===== src/rtl/alu_input_sequencer.sv =====
// alu_input_sequencer: debounces a raw push-button and steps the ALU operand
// entry sequence A -> B -> opcode -> result. Each accepted press puts the
// switch value on a shared data bus and pulses the load strobe of the
// register that owns the current step.
//
// Ports:
//   clk       system clock, all state changes on posedge
//   rst       synchronous reset, active-high
//   btn       raw asynchronous button, 1 = pressed
//   sw        switch value captured on a press
//   d_out     data bus to the A/B/OP register D inputs
//   load_a    one-cycle load strobe, operand A register
//   load_b    one-cycle load strobe, operand B register
//   load_op   one-cycle load strobe, opcode register
//   load_res  one-cycle load strobe, result register (cycle after load_op)
//   phase     current step code: 0=GET_A 1=GET_B 2=GET_OP 3=SHOW
module alu_input_sequencer #(
    parameter int unsigned N          = 4,
    parameter int unsigned DEB_CYCLES = 4
) (
    input  logic         clk,
    input  logic         rst,
    input  logic         btn,
    input  logic [N-1:0] sw,
    output logic [N-1:0] d_out,
    output logic         load_a,
    output logic         load_b,
    output logic         load_op,
    output logic         load_res,
    output logic [1:0]   phase
);

    localparam int unsigned CW = (DEB_CYCLES > 1) ? $clog2(DEB_CYCLES) : 1;
    localparam logic [CW-1:0] CNT_LAST = CW'(DEB_CYCLES - 1);

    typedef enum logic [1:0] {
        GET_A  = 2'd0,
        GET_B  = 2'd1,
        GET_OP = 2'd2,
        SHOW   = 2'd3
    } state_t;

    state_t        state;
    logic          sync1;
    logic          bsync;
    logic          level;
    logic          level_q;
    logic          press;
    logic [CW-1:0] cnt;

    // Two-flop synchroniser, debounce counter and rising-edge press pulse.
    always_ff @(posedge clk) begin
        if (rst) begin
            sync1   <= 1'b0;
            bsync   <= 1'b0;
            level   <= 1'b0;
            level_q <= 1'b0;
            press   <= 1'b0;
            cnt     <= '0;
        end else begin
            sync1   <= btn;
            bsync   <= sync1;
            level_q <= level;
            press   <= level & ~level_q;
            if (bsync != level) begin
                // Accept the new level only after it has differed for DEB_CYCLES samples.
                if (cnt == CNT_LAST) begin
                    level <= bsync;
                    cnt   <= '0;
                end else begin
                    cnt <= cnt + CW'(1);
                end
            end else begin
                cnt <= '0;
            end
        end
    end

    // Step FSM with registered bus and strobes.
    always_ff @(posedge clk) begin
        if (rst) begin
            state    <= GET_A;
            d_out    <= '0;
            load_a   <= 1'b0;
            load_b   <= 1'b0;
            load_op  <= 1'b0;
            load_res <= 1'b0;
        end else begin
            load_a   <= 1'b0;
            load_b   <= 1'b0;
            load_op  <= 1'b0;
            // Result capture trails the opcode load so the ALU sees the new opcode first.
            load_res <= load_op;
            if (press) begin
                d_out <= sw;
                case (state)
                    GET_A: begin
                        load_a <= 1'b1;
                        state  <= GET_B;
                    end
                    GET_B: begin
                        load_b <= 1'b1;
                        state  <= GET_OP;
                    end
                    GET_OP: begin
                        load_op <= 1'b1;
                        state   <= SHOW;
                    end
                    SHOW: begin
                        // A new operation starts directly with a fresh A.
                        load_a <= 1'b1;
                        state  <= GET_B;
                    end
                endcase
            end
        end
    end

    assign phase = state;

endmodule


===== config.mk =====
export PLATFORM = sky130hd
export DESIGN_NAME = alu_input_sequencer
export DESIGN_NICKNAME = d
export VERILOG_FILES = /design/src/rtl/alu_input_sequencer.sv
export SDC_FILE = /design/constraint.sdc
export NUM_CORES = 1
export LEC_CHECK = 0
export CAP_MARGIN = 10
export CORE_AREA = 3 3 40 42
export DETAILED_ROUTE_END_ITERATION = 8
export DIE_AREA = 0 0 43 45
export HOLD_SLACK_MARGIN = 0.06
export PLACE_DENSITY = 0.76
export SKIP_CTS_REPAIR_TIMING = 1
export SLEW_MARGIN = 20
export SYNTH_ARGS = -nofsm -noshare
export SYNTH_HDL_FRONTEND = slang
export SYNTH_SLANG_ARGS = --single-unit

===== constraint.sdc =====
create_clock -name clk -period 1.8 [get_ports clk]
set_input_delay 0.36 -clock clk [delete_from_list [all_inputs] [get_ports clk]]
set_output_delay 0.36 -clock clk [all_outputs]
set_load 0.02 [all_outputs]

---- After elaboration in Yosys (flattened, before gate mapping) ----
Index checks and enable logic that the tools add are counted.
word-level totals
  latch bits .............................. 0
  logic and storage cells ................. 31
  memories ................................ 0
  bits in read-only memories .............. 0
  input port bits ......................... 7
  bits in writable memories ............... 0
  flip-flop bits (word level) ............. 17
  output and inout port bits .............. 10
cells by class
  bitwise operators ....................... 4
  equal/unequal tests ..................... 5
  divide/modulo/power cells ............... 0
  shifts and indexed selects .............. 0
  $mul .................................... 0
  add/sub/neg operators ................... 1
  reduce and logical (&&, ||, !) cells .... 5
  order comparisons ....................... 0
  muxes and demuxes ....................... 4
operators by type and width
  cell                 count
  $eq 2x2->1 const B   3
  $pmux 2 s3           1
  $reduce_or 2->1      2
  $mux 1               3
  $not 1->1            3
  $reduce_or 3->1      1
  $add 2x1->2 const B  1
  $eq 2x1->1 const B   1
  $logic_not 2->1      1
  $reduce_and 2->1     1
  $and 1x1->1          1
  $ne 1x1->1           1

---- Logic depth before layout (Yosys ltp) ----
Gate-level depths: netlist of the first run.
  depth after elaboration ................. 3
  depth in mapped cells ................... 4
  depth with buffers taken out ............ 4

---- Least setup slack after synthesis of the first run ----
Ideal clock, no wire load.
  kind .................................... register to register
  start point ............................. register state[0] (netlist: phase[0])
  end point ............................... register state[1] (netlist: phase[1])
  cell stages (with the launch flop) ...... 5
  arrival time ............................ 1.044 ns
  path slack .............................. 0.676 ns
  library setup time ...................... 0.080 ns
  clock period less this slack ............ 1.124 ns
  buffers on the path ..................... 0
  required time ........................... 1.720 ns
  cell sequence ........................... dfxtp_1 > inv_1 > ha_1 > nand2_1 > nor3b_1
between the ends
  longest elaborated chain between the ends .. 3
  elaborated cells on any way between the ends .. 6
  those cells by class .................... eq/ne (3); mux (1); reduce/logical (2)
ends and longest elaborated chain
  element                                               RTL line  RTL
  start, declared                                       43        state_t state;
  start signal, assigned                                82        state <= GET_A;
  start signal, assigned                                99        state <= GET_B;
  start signal, assigned                                103       state <= GET_OP;
  $eq 2x2->1 / $logic_not 2->1 (equally long branches)  96        case (state)
  $reduce_or 2->1 (no line)                             n/a
  $pmux 2 s3 (*)                                        96
Mark *: on every way between the ends. The rest lies on a longest branch, timed or not.
A chain may end at the register's enable or synchronous reset.

---- Worst setup path after layout of the first run ----
  start point ............................. register state[0] (netlist: phase[0])
  end point ............................... output port phase[0]
RTL lines
  element        RTL line  RTL
  end, declared  30        output logic [1:0] phase
No word-level cell between the ends.

==> results.cfg, run 1 <==
[cells_and_area]
fin_nets = 82
drive_above_1_share_pct = 8.57
multi_input_area_um2 = 236
diodes = 0
utilization_pct = 62.0
area_growth_pct = 32.2
n_fill_cell = 118
ff_latch_area_um2 = 340

[logic_synthesis]
ys_seq_elements = 17
yosys-top-cells-area = dfxtp_1, ha_1, mux2i_1
post_synth_xor_area_fraction_pct = 1.45
synth_compound_area_share_pct = 1.24
netlist.top_cell.by_area = dfxtp_1
synth-simple-area-share_pct = 19.9
synth_nets = 62
synth.distinct_cells = 16
synth_top_cell_area_share_pct = 56.4
synth.area.mux_share_pct = 8.30
yosys_warnings = 0
synthAdderAreaFrac_pct = 8.30
synth_cells = 51
syn_area_um2 = 603
avgSynthCellArea_um2 = 11.8
ys_seq_area_share_pct = 56.4
synth_top_family_by_area = simple AND/OR/NAND/NOR gates

[global_routing]
grt_pass1_vias = 371
grt_pass1_wl_mm = 1.62
overflow = 0
track_usage_pct = 11.8
grt_max_degree = 17
antenna_found_initial = 0

[power_and_ir_drop]
power_density_mw_per_mm2 = 752
p_leak_nw = 0.304
ir_drop_uv = 656
total_power_mw = 0.599

[die]
fp.dieW_um = 43
pin_count = 17
start_util_pct = 46.9
die_h_um = 45
rows = 13
core_mm2 = 0.00128
die_area_mm2 = 0.00194

[clock_tree]
cts_max_path_buffers = 2
clock_tree.root_cell = clkbuf_4
cts_buffers = 3
cts_num_sinks = 17
cts_max_level = 1
clk_latency_ns = 0.28
tritoncts = yes
cts.reportedPaths.clkPinSlew_ns = 0.09

[routing]
drtIter0Drc = 1
via_per_inst = 4.82
antenna_left = 0
drc = 0
vias = 410
totalWireLength_um = 948
dr.pass1.iters = 3
wl_per_cell_um = 11.2

[worst_setup_path]
slowest_delay_ns = 0.63
cpLargestDelayFamily = buffers and inverters
worstSetupStartpointType = flip-flop
critPathRequiredTime_ns = 1.44
cp_slowest_cell = clkdlybuf4s50_1
path_class = reg -> out
endpoint_kind = output pin
cp.arrival_ns = 1.32
path_cells = clkdlybuf4s50_1
cp_max_fo = 5
cp_num_buf_inv = 1

[place]
dpl.hpwl_um = 674
portBuffers = 16
gp_congestion = 0.659
dp_slack_ns = 0.425

[timing]
slew_headroom_pct = 71.7
tightest_slew_ns = 0.424
slew_viol_final = 0
finalHoldViolations = 0
setup_violations = 0
finalCritPeriodShare_pct = 93.4
rsz0062_at_grt = false
fin_skew_ns = 0.00187
fmax_mhz = 595
finalWorstSetupSlack_ns = 0.118
finalSetupTns_ns = 0
min_period_ns = 1.68

[run_status]
status = finished clean

[flow_run]
drv_cap = 0

[min_path]
hold_path_class = reg -> reg
[sequential cells by signal, summed over array words and instances (netlist names)]
name,cells
load_res,1
phase,2
bsync,1
load_a,1
load_b,1
press,1
load_op,1
level_q,1
level,1
sync1,1
cnt,2
d_out,4
[metrics by stage]
step | instances | hold slack [ns] | instance area [um^2]
after floorplan | 51 | 0.367 | 603
after global placement | 81 | 0.372 | 771
after global routing | 85 | 0.435 | 797
after detailed placement | 81 | 0.381 | 771
final | 85 | 0.392 | 797
after CTS | 85 | 0.402 | 797
[final timing paths]
check | from | end | slack, ns | cells past startpoint
setup / recovery | phase[0] | phase[0] | 0.12 | 1
hold reg to reg | level_q | press | 0.39 | 1
hold / removal | level_q | press | 0.39 | 1
setup reg to reg | phase[0] | phase[1] | 0.72 | 4
[power breakdown]
group / internal, mW / leakage (nW) / switching (mW)
Sequential: 0.379 / 0.137 / 0.00122
Combinational: 0.0162 / 0.152 / 0.00822
Clock: 0.0858 / 0.0150 / 0.109
[area by class of cell]
cell class	instances	share of cell area, %
clock buffer	4	3.30
inverter	2	0.942
multi-input combinational	30	29.7
sequential	17	42.7
tap	15	2.35
timing repair buffer	17	21.0
[Yosys cell counts]
cell	instances
dfxtp_1	17
nor2_1	8
mux2i_1	5
ha_1	4
nor2b_1	3
and2b_1	2
and3b_1	2
inv_1	2
a211oi_1	1
buf_4	1
buf_6	1
nand2_1	1
nor3b_1	1
nor4_2	1
nor4b_2	1
xnor2_1	1
[layer usage]
metal  global-route usage (%)  vias to the layer above  routed length [um]
met1                     13.6                      191                 439
met2                     19.2                       13                 443
met5                        0                        -                   0
met3                     5.98                        2                  54
met4                     3.61                        0                  10
li1                         -                      204                   -
[logic make-up after synthesis]
group / Yosys count
buf+inv: 4
fa+ha+maj: 4
xor+xnor: 1
compound gates: 1
simple gates: 19
flops: 17
mux: 5
[layout by cell type (no fill, tap or decap)]
cell type,n
dfxtp_1,17
clkdlybuf4s50_1,16
nor2_1,8
mux2i_1,5
ha_1,4
nor2b_1,3
clkbuf_4,3
inv_1,2
and3b_1,2
and2b_1,2
nand2_1,1
nor3b_1,1
a211oi_1,1
xnor2_1,1
nor4_2,1
nor4b_2,1
clkbuf_1,1
buf_4,1
Note: power is estimated with default switching activity, not from simulation.
==> run 2, diff against run 1 <==
Settings changed: DONT_BUFFER_PORTS set to 1, PLACE_DENSITY 0.76 to unset.
==> run 2 against run 1 <==
Cell count shrank 20%. Register-to-register slack lost 0.16 ns. Critical path type is now reg -> reg. Sequential cell count is the same. Count of clock-buffer cells in the layout shrank 1. Via count shrank 17%.
==> results.cfg, run 2 (synthesis results as in run 1) <==
[worst_setup_path]
cp_slowest_cell = dfxtp_1
worstSetupStartpointType = flip-flop
path_class = reg -> reg
path_cells = inv_1, ha_1, nand2_1, nor3b_1
reg2reg_slack_ns = 0.56
cpLargestDelayFamily = flip-flops
ff2ff_path_depth = 4
r2r-end = phase[1]
cp.arrival_ns = 1.45
endpoint_kind = flip-flop
cp_max_fo = 5
cp_num_buf_inv = 1
critPathRequiredTime_ns = 2.01
r2r-start = phase[0]
slowest_delay_ns = 0.53

[timing]
fmax_mhz = 805
finalSetupTns_ns = 0
setup_violations = 0
slew_headroom_pct = 73.4
finalWorstSetupSlack_ns = 0.558
rsz0062_at_grt = false
min_period_ns = 1.24
finalHoldViolations = 0
slew_viol_final = 0
hold_slack_ns = 0.138
finalCritPeriodShare_pct = 69.0
fin_skew_ns = 0.00310
tightest_slew_ns = 0.398

[clock_tree]
cts.reportedPaths.clkPinSlew_ns = 0.09
clk_latency_ns = 0.28
cts_max_path_buffers = 2
tritoncts = yes
cts_max_level = 1
clock_tree.root_cell = clkbuf_4
cts_buffers = 3
cts_num_sinks = 17

[global_routing]
grt_pass1_vias = 349
track_usage_pct = 10.7
grt_pass1_wl_mm = 1.46
grt_max_degree = 17
antenna_found_initial = 0
overflow = 0

[die]
pin_count = 17
die_area_mm2 = 0.00194
core_mm2 = 0.00128
rows = 13
die_h_um = 45
start_util_pct = 46.9
fp.dieW_um = 43

[cells_and_area]
fin_nets = 65
area_growth_pct = 4.56
final_cell_mix = dfxtp_1, nor2_1, mux2i_1
final_cells = 68
drive_above_1_share_pct = 11.3
diodes = 0
largest_reg_flops = 4
utilization_pct = 49.1
top_register = d_out
layout_commonest_cell = dfxtp_1

[routing]
drc = 0
dr.pass1.iters = 4
vias = 342
antenna_left = 0
wl_per_cell_um = 13.2
totalWireLength_um = 895
via_per_inst = 5.03
drtIter0Drc = 2

[place]
gp_congestion = 0.655
dp.cells = 64
dpl.hpwl_um = 687
portBuffers = 0
dp_slack_ns = 0.576

[min_path]
holdPathStages = 1
min_to = load_a
hold_path_class = in -> reg
worstHoldStart = rst

[power_and_ir_drop]
p_leak_nw = 0.245
power_density_mw_per_mm2 = 913
ir_drop_uv = 476

[run_status]
status = finished clean

[flow_run]
drv_cap = 0
-- run 2: changes by cell type in the layout (fill, tap and decap cells not counted) --
| cell | change |
|---|---|
| clkinv_2 | +1 |
| buf_4 | -1 |
| clkbuf_1 | -1 |
| clkdlybuf4s50_1 | -16 |
-- run 2: layout make-up --
cell class	count	area (um^2)
Fill cell	119	654
Clock buffer	3	22.5
Multi-Input combinational cell	30	236
Tap cell	15	18.8
Inverter	2	7.51
Sequential cell	17	340
Clock inverter	1	5.00
-- run 2: layer usage --
layer | GRT usage [%] | part of all wire [%] | vias to the layer above
met3 | 5.98 | 7.2 | 0
met1 | 10.6 | 39 | 159
met5 | 0 | 0 | -
li1 | - | - | 171
met4 | 7.23 | 0 | 0
met2 | 17.1 | 53 | 12
-- run 2: metrics by stage --
step                cell area [um^2]  power [mW]
floorplan                        603       0.398
global placement                 603       0.394
detailed placement               603       0.394
CTS                              631       0.582
global route                     631       0.604
finish                           631       0.576
-- run 2: power by group --
group	total [mW]	switching, mW	internal [mW]
clock	0.191	0.109	0.0823
combinational	0.00514	0.00143	0.00371
sequential	0.380	0.00136	0.379
total	0.576	0.111	0.465
-- run 2: worst max-delay path by stage --
stage / startpoint / endpoint / depth (start not counted)
global placement: phase[0] / phase[1] / 4
finish: phase[0] / phase[1] / 4
global route: phase[0] / phase[1] / 4
CTS: phase[0] / phase[1] / 4
detailed placement: phase[0] / phase[1] / 4
floorplan: phase[0] / phase[1] / 4
==> run 3, diff against run 2 <==
Clock period 1.8 ns to 1 ns, I/O delays scaled along.
==> run 3 against run 2 <==
The flow now finishes with violations (hold timing, setup timing). Critical path depth shrank 3. Via count grew 5.6%. Clock power grew 85%. Utilization grew 4.6 points. Critical path type is now reg -> out. Critical endpoint is now phase[0]. Largest cell class unchanged. Highest routed layer is now met4.
==> results.cfg, run 3 (synthesis results as in run 1) <==
[cells_and_area]
layout_commonest_cell = dfxtp_1
fin_nets = 69
top_register = d_out
diodes = 0
largest_reg_flops = 4
area_growth_pct = 14.3
drive_above_1_share_pct = 24.6
design_area_um2 = 689
final_cell_mix = dfxtp_1, nor2_1, mux2i_1

[die]
die_h_um = 45
die_area_mm2 = 0.00194
rows = 13
pin_count = 17
fp.dieW_um = 43
start_util_pct = 46.9
core_mm2 = 0.00128

[routing]
vias = 361
dr.pass1.iters = 3
antenna_left = 0
drc = 0
totalWireLength_mm = 1.09
drtIter0Drc = 1
via_per_inst = 5.01
wl_per_cell_um = 15.1

[place]
portBuffers = 0
dpl.hpwl_um = 803
dpl_cell_area_um2 = 623
gp_congestion = 0.651
dp_slack_ns = -0.0315

[timing]
setup_violations = 1
slew_viol_final = 0
tightest_slew_ns = 0.281
finalHoldViolations = 12
finalWorstSetupSlack_ns = -0.00835
finalCritPeriodShare_pct = 101
slew_headroom_pct = 81.1
finalSetupTns_ns = -0.00835
fin_skew_ns = 0.00176
min_period_ns = 1.01
hold_slack_ns = -0.0344
rsz0062_at_grt = true
fmax_mhz = 992

[worst_setup_path]
slowest_delay_ns = 0.37
cpLargestDelayFamily = flip-flops
critPathRequiredTime_ns = 0.80
cp_slowest_cell = dfxtp_4
cp_max_fo = 5
path_cells = buf_4
worstSetupStartpointType = flip-flop
path_class = reg -> out
endpoint_kind = output pin
cp_num_buf_inv = 1
cp.arrival_ns = 0.81

[global_routing]
track_usage_pct = 12.7
antenna_found_initial = 0
grt_max_degree = 17
overflow = 0
grt_pass1_vias = 406
grt_pass1_wl_mm = 1.74

[clock_tree]
tritoncts = yes
cts_buffers = 3
cts_num_sinks = 17
cts_max_level = 1
clk_latency_ns = 0.28
cts.reportedPaths.clkPinSlew_ns = 0.09
cts_max_path_buffers = 2
clock_tree.root_cell = clkbuf_4

[power_and_ir_drop]
power_density_mw_per_mm2 = 1520
p_leak_nw = 0.265
ir_drop_uv = 928
total_power_mw = 1.05

[run_status]
status = finished, violations left
failed_checks = hold timing, setup timing

[min_path]
hold_path_class = in -> reg

[flow_run]
drv_cap = 0
## run 3: cell count changes in the layout (fill, tap and decap cells not counted), sizes merged
| cell | before | now |
|---|---|---|
| buf | 0 | 3 |
| clkbuf | 3 | 4 |
| clkinv | 1 | 0 |
| dlygate4sd3 | 0 | 1 |
## run 3: worst paths after layout
path              startpoint  endpoint  slack [ns]  cells past startpoint
setup / recovery    phase[0]  phase[0]      -0.008                      1
hold / removal           rst  phase[1]       -0.03                      1
setup reg to reg    phase[0]  phase[1]        0.02                      4
hold reg to reg      level_q     press        0.38                      1
## run 3: layout make-up
| cell class | instances | area [um^2] |
|---|---|---|
| tap | 15 | 18.8 |
| fill | 112 | 596 |
| multi-input combinational | 30 | 254 |
| timing repair buffer | 4 | 36.3 |
| clock buffer | 4 | 26.3 |
| inverter | 2 | 7.51 |
| sequential | 17 | 347 |
## run 3: report_power, final
part           leakage, nW  total, mW  internal [mW]  switching [mW]
Combinational        0.111     0.0127        0.00963         0.00311
Sequential           0.139      0.682          0.679         0.00326
Clock               0.0150      0.353          0.155           0.198
Total                0.265       1.05          0.843           0.204
## run 3: layer usage
layer | vias to the layer above | global-route usage (%) | part of all wire (%)
met5 | - | 0 | 0
met4 | 0 | 10.8 | 2.5
met3 | 4 | 5.98 | 8.1
met2 | 13 | 21.3 | 53
met1 | 165 | 11.5 | 36
li1 | 179 | - | -
## run 3: per-stage QoR
stage	cells	util, %
3_5_place_dp	66	48.5
6_report	72	53.7
5_1_grt	72	53.7
2_1_floorplan	51	-
4_1_cts	70	50.5
3_3_place_gp	66	48.5
